--- config.mk ---
export PLATFORM = sky130hd
export DESIGN_NAME = mmio_console
export DESIGN_NICKNAME = d
export VERILOG_FILES = /design/src/rtl/mmio_console.sv
export SDC_FILE = /design/constraint.sdc
export NUM_CORES = 1
export LEC_CHECK = 0
export ABC_CLOCK_PERIOD_IN_PS = 3500
export BUFFER_PORTS_ARGS = -buffer_cell sky130_fd_sc_hd__buf_4
export CORE_MARGIN = 5
export CORE_UTILIZATION = 45
export CTS_BUF_LIST = sky130_fd_sc_hd__clkbuf_8
export CTS_CLUSTER_SIZE = 8
export DETAILED_ROUTE_END_ITERATION = 12
export PLACE_DENSITY = 0.72
export SYNTH_ARGS = -nofsm -noshare
export SYNTH_HDL_FRONTEND = slang
export SYNTH_SLANG_ARGS = --single-unit
--- constraint.sdc ---
create_clock -name clock -period 3.5 [get_ports clock]
set_input_delay 0.525 -clock clock [delete_from_list [all_inputs] [get_ports clock]]
set_output_delay 0.525 -clock clock [all_outputs]
set_load 0.01 [all_outputs]
--- src/rtl/mmio_console.sv ---
// Memory-mapped console: 4-word register window on the CPU SRAM-style bus,
// TX byte FIFO drained over valid/ready, 1-deep RX holding register, level irq.
module mmio_console #(
  parameter logic [15:0] BASE_ADDR  = 16'hFFF0,
  parameter int unsigned FIFO_DEPTH = 8
) (
  input  logic        clock,
  input  logic        reset,
  input  logic [15:0] addr,
  input  logic [15:0] data_in,
  output logic [15:0] data_out,
  output logic        data_oe,
  input  logic        notCS,
  input  logic        notOE,
  input  logic        notWE,
  output logic [7:0]  tx_data,
  output logic        tx_valid,
  input  logic        tx_ready,
  input  logic [7:0]  rx_data,
  input  logic        rx_valid,
  output logic        irq
);

  localparam int unsigned AW = (FIFO_DEPTH > 1) ? $clog2(FIFO_DEPTH) : 1;
  localparam int unsigned CW = AW + 1;

  logic [7:0]    r_mem [FIFO_DEPTH];
  logic [AW-1:0] r_wr_ptr;
  logic [AW-1:0] r_rd_ptr;
  logic [CW-1:0] r_count;
  logic          r_wr_prev;
  logic          r_rd_prev;
  logic [7:0]    r_rx_byte;
  logic          r_rx_full;
  logic          r_rx_ovr;
  logic          r_tx_ovf;
  logic          r_rx_irq_en;
  logic          r_txe_irq_en;

  logic          w_hit;
  logic [1:0]    w_sel;
  logic          w_wr_now;
  logic          w_strobe;
  logic          w_rd_now;
  logic          w_rx_pop;
  logic          w_full;
  logic          w_empty;
  logic          w_pop;
  logic          w_push_req;
  logic          w_push;
  logic          w_unused_data;

  // Bus decode and edge detection of write/read pulses
  assign w_hit      = !notCS && (addr[15:2] == BASE_ADDR[15:2]);
  assign w_sel      = addr[1:0];
  assign w_wr_now   = w_hit && !notWE;
  assign w_strobe   = w_wr_now && !r_wr_prev;
  assign data_oe    = w_hit && !notOE && notWE;
  assign w_rd_now   = data_oe && (w_sel == 2'd0);
  assign w_rx_pop   = r_rd_prev && !w_rd_now;

  assign w_full     = (r_count == CW'(FIFO_DEPTH));
  assign w_empty    = (r_count == CW'(0));
  assign w_pop      = tx_valid && tx_ready;
  assign w_push_req = w_strobe && (w_sel == 2'd0);
  // A full FIFO still accepts a push when a pop frees a slot on the same edge
  assign w_push     = w_push_req && (!w_full || w_pop);

  assign tx_valid   = !w_empty;
  assign tx_data    = r_mem[r_rd_ptr];
  assign irq        = (r_rx_irq_en && r_rx_full) || (r_txe_irq_en && w_empty);

  assign w_unused_data = ^data_in[15:8];

  always_comb begin
    data_out = 16'h0000;
    if (data_oe) begin
      case (w_sel)
        2'd0:    data_out = {r_rx_full, 7'b0, r_rx_byte};
        2'd1:    data_out = {8'(r_count), 3'b0, r_tx_ovf, r_rx_ovr, r_rx_full,
                             w_empty, w_full};
        2'd2:    data_out = {14'b0, r_txe_irq_en, r_rx_irq_en};
        default: data_out = 16'h0000;
      endcase
    end
  end

  // FIFO storage; contents need no reset since count gates visibility
  always_ff @(posedge clock) begin
    if (w_push) r_mem[r_wr_ptr] <= data_in[7:0];
  end

  always_ff @(posedge clock) begin
    if (reset) begin
      r_wr_ptr <= '0;
      r_rd_ptr <= '0;
      r_count  <= '0;
    end else begin
      if (w_push) r_wr_ptr <= AW'(r_wr_ptr + AW'(1));
      if (w_pop)  r_rd_ptr <= AW'(r_rd_ptr + AW'(1));
      r_count <= CW'(r_count + CW'(w_push) - CW'(w_pop));
    end
  end

  // wr_prev resets high so a write pulse held across reset release is ignored
  always_ff @(posedge clock) begin
    if (reset) begin
      r_wr_prev <= 1'b1;
      r_rd_prev <= 1'b0;
    end else begin
      r_wr_prev <= w_wr_now;
      r_rd_prev <= w_rd_now;
    end
  end

  always_ff @(posedge clock) begin
    if (reset) begin
      r_rx_byte    <= '0;
      r_rx_full    <= 1'b0;
      r_rx_ovr     <= 1'b0;
      r_tx_ovf     <= 1'b0;
      r_rx_irq_en  <= 1'b0;
      r_txe_irq_en <= 1'b0;
    end else begin
      if (w_strobe && (w_sel == 2'd1)) begin
        if (data_in[3]) r_rx_ovr <= 1'b0;
        if (data_in[4]) r_tx_ovf <= 1'b0;
      end
      if (w_strobe && (w_sel == 2'd2)) begin
        r_rx_irq_en  <= data_in[0];
        r_txe_irq_en <= data_in[1];
      end
      if (w_push_req && w_full && !w_pop) r_tx_ovf <= 1'b1;
      // New byte always lands; overrun only if the old one was never popped
      if (rx_valid) begin
        r_rx_byte <= rx_data;
        r_rx_full <= 1'b1;
        if (r_rx_full && !w_rx_pop) r_rx_ovr <= 1'b1;
      end else if (w_rx_pop) begin
        r_rx_full <= 1'b0;
      end
    end
  end

endmodule

==> results of run 1 <==
critical path, cell delays in order:
cell       delay, ps
buf_4            100
nand4bb_1        190
or4_1            670
or2_2            390
nor2_1           170
and3_1           190
buf_4            120
where the power goes:
| group | total [mW] | internal [mW] | switching [mW] |
|---|---|---|---|
| Combinational | 0.614 | 0.345 | 0.269 |
| Sequential | 1.26 | 1.21 | 0.0547 |
| Clock | 0.690 | 0.328 | 0.362 |
| Total | 2.57 | 1.88 | 0.686 |
Yosys cell counts (5+ instances only):
master / n
nor2_1: 33
inv_1: 10
nor3_1: 5
ha_1: 7
a21oi_1: 5
clkbuf_1: 8
mux2_2: 8
dfxtp_1: 28
nor4_1: 5
edfxtp_1: 64
mux4_2: 16
and3_1: 5
mux2i_1: 17
sequential cells by signal, indices dropped and copies added, names as in the netlist, named ones only:
name and flops:
r_mem 64, r_rx_byte 8, r_count 4, r_rd_ptr 3, r_wr_ptr 3, r_rd_prev 1, r_rx_full 1, r_rx_irq_en 1
r_rx_ovr 1, r_tx_ovf 1, r_txe_irq_en 1, r_wr_prev 1
layer usage:
metal,share of wire,track usage
met3,0.050,0.0568
met1,0.43,0.193
met5,0,0
met4,0.018,0.0545
met2,0.50,0.256
worst paths after layout:
path | from | to | slack, ps
min | notWE | r_wr_prev | 390
min reg2reg | r_rx_ovr | r_rx_ovr | 490
max reg2reg | r_count[2] | r_count[2] | 1000
max | addr[2] | data_out[9] | 610
layout make-up:
cell class              count  area, um^2  share of cell area
clock inverters             7        66.3              0.0141
multi-input cells         149        1280               0.272
well taps                 105         131              0.0280
inverters                  10        37.5             0.00800
clock buffers               9         124              0.0264
flip-flops and latches     92        2480               0.529
repair buffers             76         571               0.122
cell usage in the layout (no fill, tap or decap), types with 2 or more instances in the layout:
cell type | synthesis | routed
inv_6 | 0 | 2
o21bai_1 | 2 | 2
ha_1 | 7 | 7
buf_4 | 3 | 76
nand2b_1 | 3 | 3
xnor2_1 | 3 | 3
nand2_1 | 4 | 4
nor2_1 | 33 | 33
nand4_1 | 2 | 2
mux4_2 | 16 | 16
conb_1 | 1 | 3
o21ai_0 | 4 | 4
xor2_1 | 2 | 2
and2_1 | 3 | 3
nand3_1 | 3 | 3
edfxtp_1 | 64 | 64
nor2b_1 | 3 | 3
clkbuf_8 | 0 | 9
clkinv_1 | 0 | 2
and3_1 | 5 | 5
nor4_1 | 5 | 5
a21oi_1 | 5 | 5
nor3_1 | 5 | 5
inv_1 | 10 | 11
nor3b_1 | 2 | 2
or3_1 | 2 | 2
mux2i_1 | 17 | 17
dfxtp_1 | 28 | 28
mux2_2 | 8 | 8
metrics by stage:
stage	hold WS (ps)	instance area [um^2]	total power [mW]	utilization	cells
6_report	392	4690	2.57	0.565	448
2_1_floorplan	451	3870	1.72	-	267
3_5_place_dp	481	4500	1.91	0.542	432
5_1_grt	371	4690	2.71	0.565	448
4_1_cts	376	4690	2.60	0.565	448
3_3_place_gp	468	4500	1.90	0.542	432
cell families (layout without fill, tap and decap cells):
kind of cell    count (synthesis)  after routing  synth area share
other cells                     1              3          0.000971
flops                          92             92             0.642
fa+ha+maj                       8              8            0.0278
simple gates                   76             76             0.101
xor+xnor                        5              5            0.0113
compound gates                 16             16            0.0269
mux                            41             41             0.161
buf+inv                        26            102            0.0288
==> metrics, run 1 <==
status=complete, no violations; Vias/cell=5.29; Iter 0 DRT Violations=119; Syn-to-layout area delta=21.4%; RePlAce Congestion=0.720; Post-CTS Setup Bufs=0; CTS sink cnt=92; Post-CTS Resized=0; endpoints failing setup=0; actual slew at the worst max-slew pin=820 ps; Slew Viols, Final=0; Max IR drop VDD=0.315 mV; fin crit period=2890 ps; Worst EP required=2970 ps; average wire per standard cell=16.8 um; worst relative slew slack=0.452; Clock Path Buffers=2; Pleak=1.80 nW; Max Fclk=0.346 GHz; area leader, netlist=edfxtp_1; Fin Setup TNS=0 ps; period utilization=0.827; Top-Level Pins=74; dpl hpwl=5280 um; PnR worst setup slack=607 ps; Remaining DRCs=0; Post-Route Skew=9.22 ps; #FFs+latches synth=92; dpl ws=600 ps; initial antenna violation count=0; RSZ-0062 raised after global routing=false; share of flip-flops with an asynchronous set or reset=0; overflow left after global routing=0; critical path class=input port to output port; # H-tree levels=3; row cnt=33; max_cap viols=0; Die Footprint=10,500 um^2; Hold WC Path Type=input port to flop; EDFF count, synth=64; Most used DFF post-synth=edfxtp_1; Die Y=103 um; first-pass GRT wire length=12,200 um; sequential share of the synthesized area=0.642; largest net degree at the start of global routing=28; CTS Buf Count=9; worst hold path depth=2; FF-to-FF path depth=10; synthesized area=3860 um^2; syn_area_per_cell=14.6 um^2; Hold Violations, Final=0; NumNets Final=393; synth warn=0; vias=2,368; Skew-Pair Late Insertion Delay=360 ps; Initial Util=0.466; Synth Instances=265; diodes inserted=0; number of global-route vias before repair=2,477; Tot GR Track Use=0.157; top post-synthesis cells by area=edfxtp_1, dfxtp_1, mux4_2; Port Buf Inserts=62; Detailed Route WL=7540 um; Critical Path AT=2370 ps; Startpoint Class=input port; DR pass1 iterations=4; root buf cell=clkbuf_8; PwrDens=547 nW/um^2; crit end category=output port; Cell variety after synth=41; Reg clk slew, reported paths=90 ps; Crit Path Max Fanout=7; layout cells sized above 1=0.341; Final ANT Viol Nets=0; Synth top area share=0.497; DIE WIDTH=103 um; CTS tree=yes; Filler Cell Count=700; Hold-fix buffers, CTS=0; core box area=8300 um^2
(Power assumes the default switching activity.)
==> run 2, diff against run 1 <==
ABC_CLOCK_PERIOD_IN_PS = 2700   (was 3500)
clock period = 2.7 ns   (was 3.5 ns; I/O delays follow)
==> run 2 against run 1 <==
Clock power up 23%. Combinational power up 36%. Sequential cell count did not move. Die area did not move. Setup slack got worse by 460 ps. Sequential power rose by 28%. Register-to-register slack got worse by 600 ps. Highest routed layer unchanged. Final cell count grew 0.22%. Total power grew 29%. Global-route usage increased by 0.20 points. Largest power group unchanged. Clock skew rose by 3.2 ps. Largest cell class unchanged. Core utilization about the same.
==> metrics, run 2 (synthesis results as in run 1) <==
Design Area, Final=4690 um^2 (about the same); Skew-Pair Late Insertion Delay=360 ps (about the same); Iter 0 DRT Violations=95 (-20%); flop-to-flop setup slack=400 ps (-600 ps); DIE WIDTH=103 um (unchanged); Worst Path Buf+Inv=2 (unchanged); Top reg by flops=r_mem; Post-CTS Setup Bufs=0 (unchanged); placed cell area=4510 um^2 (+0.17%); Tot GR Track Use=0.159 (+0.00205); row cnt=33 (unchanged); Core Util, Final=0.566 (about the same); core box area=8300 um^2 (unchanged); RSZ-0062 raised after global routing=false; slowest cell delay on critical path=580 ps (-90 ps); status=complete, no violations; Remaining DRCs=0 (unchanged); layout cells sized above 1=0.352 (+0.0106); period utilization=0.945; vias=2,314 (-2.3%); Final ANT Viol Nets=0 (unchanged); CTS tree=yes; Initial Util=0.466 (unchanged); average wire per standard cell=16.7 um (-0.57%); Detailed Route WL=7510 um (-0.34%); Pleak=1.79 nW (-0.22%); RR Startpoint=r_count[2]; max_cap viols=0 (unchanged); Clock Path Buffers=2 (unchanged); DR pass1 iterations=4 (unchanged); Die Y=103 um (unchanged); Regs by FF count=r_mem (64), r_rx_byte (8), r_count (4); CP cell instances=buf_4 -> nand4bb_1 -> or4_4 -> or2_2 -> nor2_1 -> and3_1 -> buf_4; # H-tree levels=3 (unchanged); Port Buf Inserts=62 (unchanged); max FFs per register=64 (unchanged); non-filler cells, final=449 (+0.22%); first-pass GRT wire length=12,400 um (+1.5%); crit end category=output port; PnR worst setup slack=148 ps (-458 ps); Max IR drop VDD=0.474 mV (+50%); CP max-delay cell=or4_4; Max Fclk=0.392 GHz; fin crit period=2550 ps; Die Footprint=10,500 um^2 (unchanged); diodes inserted=0 (unchanged); Top-Level Pins=74 (unchanged); Vias/cell=5.15 (-2.5%); PwrDens=703 nW/um^2 (+29%); Post-Route Skew=12.4 ps (+3.18 ps); dpl ws=71.9 ps (-528 ps); worst hold path depth=1 (-1); Fin Hold WS=265 ps (-126 ps); dpl hpwl=5150 um (-2.5%); Post-Place Cells=433 (+0.23%); Crit Path Max Fanout=5 (-2); NumNets Final=394 (+0.25%); Critical Path AT=2150 ps (-220 ps); Syn-to-layout area delta=21.5% (about the same); Total Power=3.30 mW (+29%); Fin Setup TNS=0 ps (unchanged); CTS sink cnt=92 (unchanged); critical path class=input port to output port; root buf cell=clkbuf_8; Hold WC Path Type=input port to flop; Top delay family on crit path=simple AND/OR/NAND/NOR gates; FF-to-FF path depth=8 (-2); Reg clk slew, reported paths=100 ps (about the same); RePlAce Congestion=0.726 (+0.82%); Slew Viols, Final=0 (unchanged); Crit path top cell by count=buf_4; commonest non-fill, non-tap cell in the layout=buf_4; Startpoint Class=input port; initial antenna violation count=0 (unchanged); most frequent cells in the layout=buf_4, edfxtp_1, nor2_1; CTS Buf Count=9 (unchanged); endpoints failing setup=0 (unchanged); source of the worst hold timing path=data_in[6]; number of global-route vias before repair=2,500 (+0.93%); worst relative slew slack=0.665 (+0.213); hold endpoint=r_mem[4][6]; largest net degree at the start of global routing=28 (unchanged); RR Endpoint=r_count[1]; Worst EP required=2300 ps (-670 ps); Hold Violations, Final=0 (unchanged); overflow left after global routing=0 (unchanged); actual slew at the worst max-slew pin=498 ps (-323 ps)
-- run 2: repair_timing --
| item | CTS | global route |
|---|---|---|
| resized for setup | 0 | 1 |
| endpoints found under the hold margin | 0 | 0 |
| endpoints found under the setup margin | 0 | 4 |
| hold buffers | 0 | 0 |
-- run 2: per-layer routing --
metal  routed length, um  GRT usage
met4                  55     0.0383
met3                 460     0.0636
met5                   0          0
met2                3780      0.267
met1                3220      0.192
-- run 2: worst reg2reg max path, delay by kind of cell, from the launching register on --
kind,cells,cell delay [ps]
AND/OR/NAND/NOR,2,310
AO/OA/AOI/OAI,2,610
buffers and inverters,1,70
flip-flops,1,340
adder cells (fa/ha/maj),3,860
-- run 2: how the worst max path moves through the flow --
stage / endpoint / start / cells past startpoint / slack, ps
after global routing: data_out[8] / addr[2] / 7 / 90
after global placement: data_out[11] / addr[2] / 7 / 120
after CTS: data_out[8] / addr[2] / 7 / 60
final: data_out[8] / addr[2] / 7 / 150
after floorplan: r_mem[0][0] / addr[2] / 4 / 40
after detailed placement: data_out[8] / addr[2] / 7 / 70
-- run 2: power breakdown --
part / switching [mW] / internal, mW
logic: 0.374 / 0.464
clock network: 0.502 / 0.349
registers: 0.0465 / 1.57
total: 0.923 / 2.38
-- run 2: cell type report --
class                   instances  area [um^2]
flip-flops and latches         92         2480
multi-input cells             149         1280
clock buffers                   9          124
inverters                      10         37.5
fillers                       696         3610
well taps                     105          131
repair buffers                 77          578
clock inverters                 7         58.8
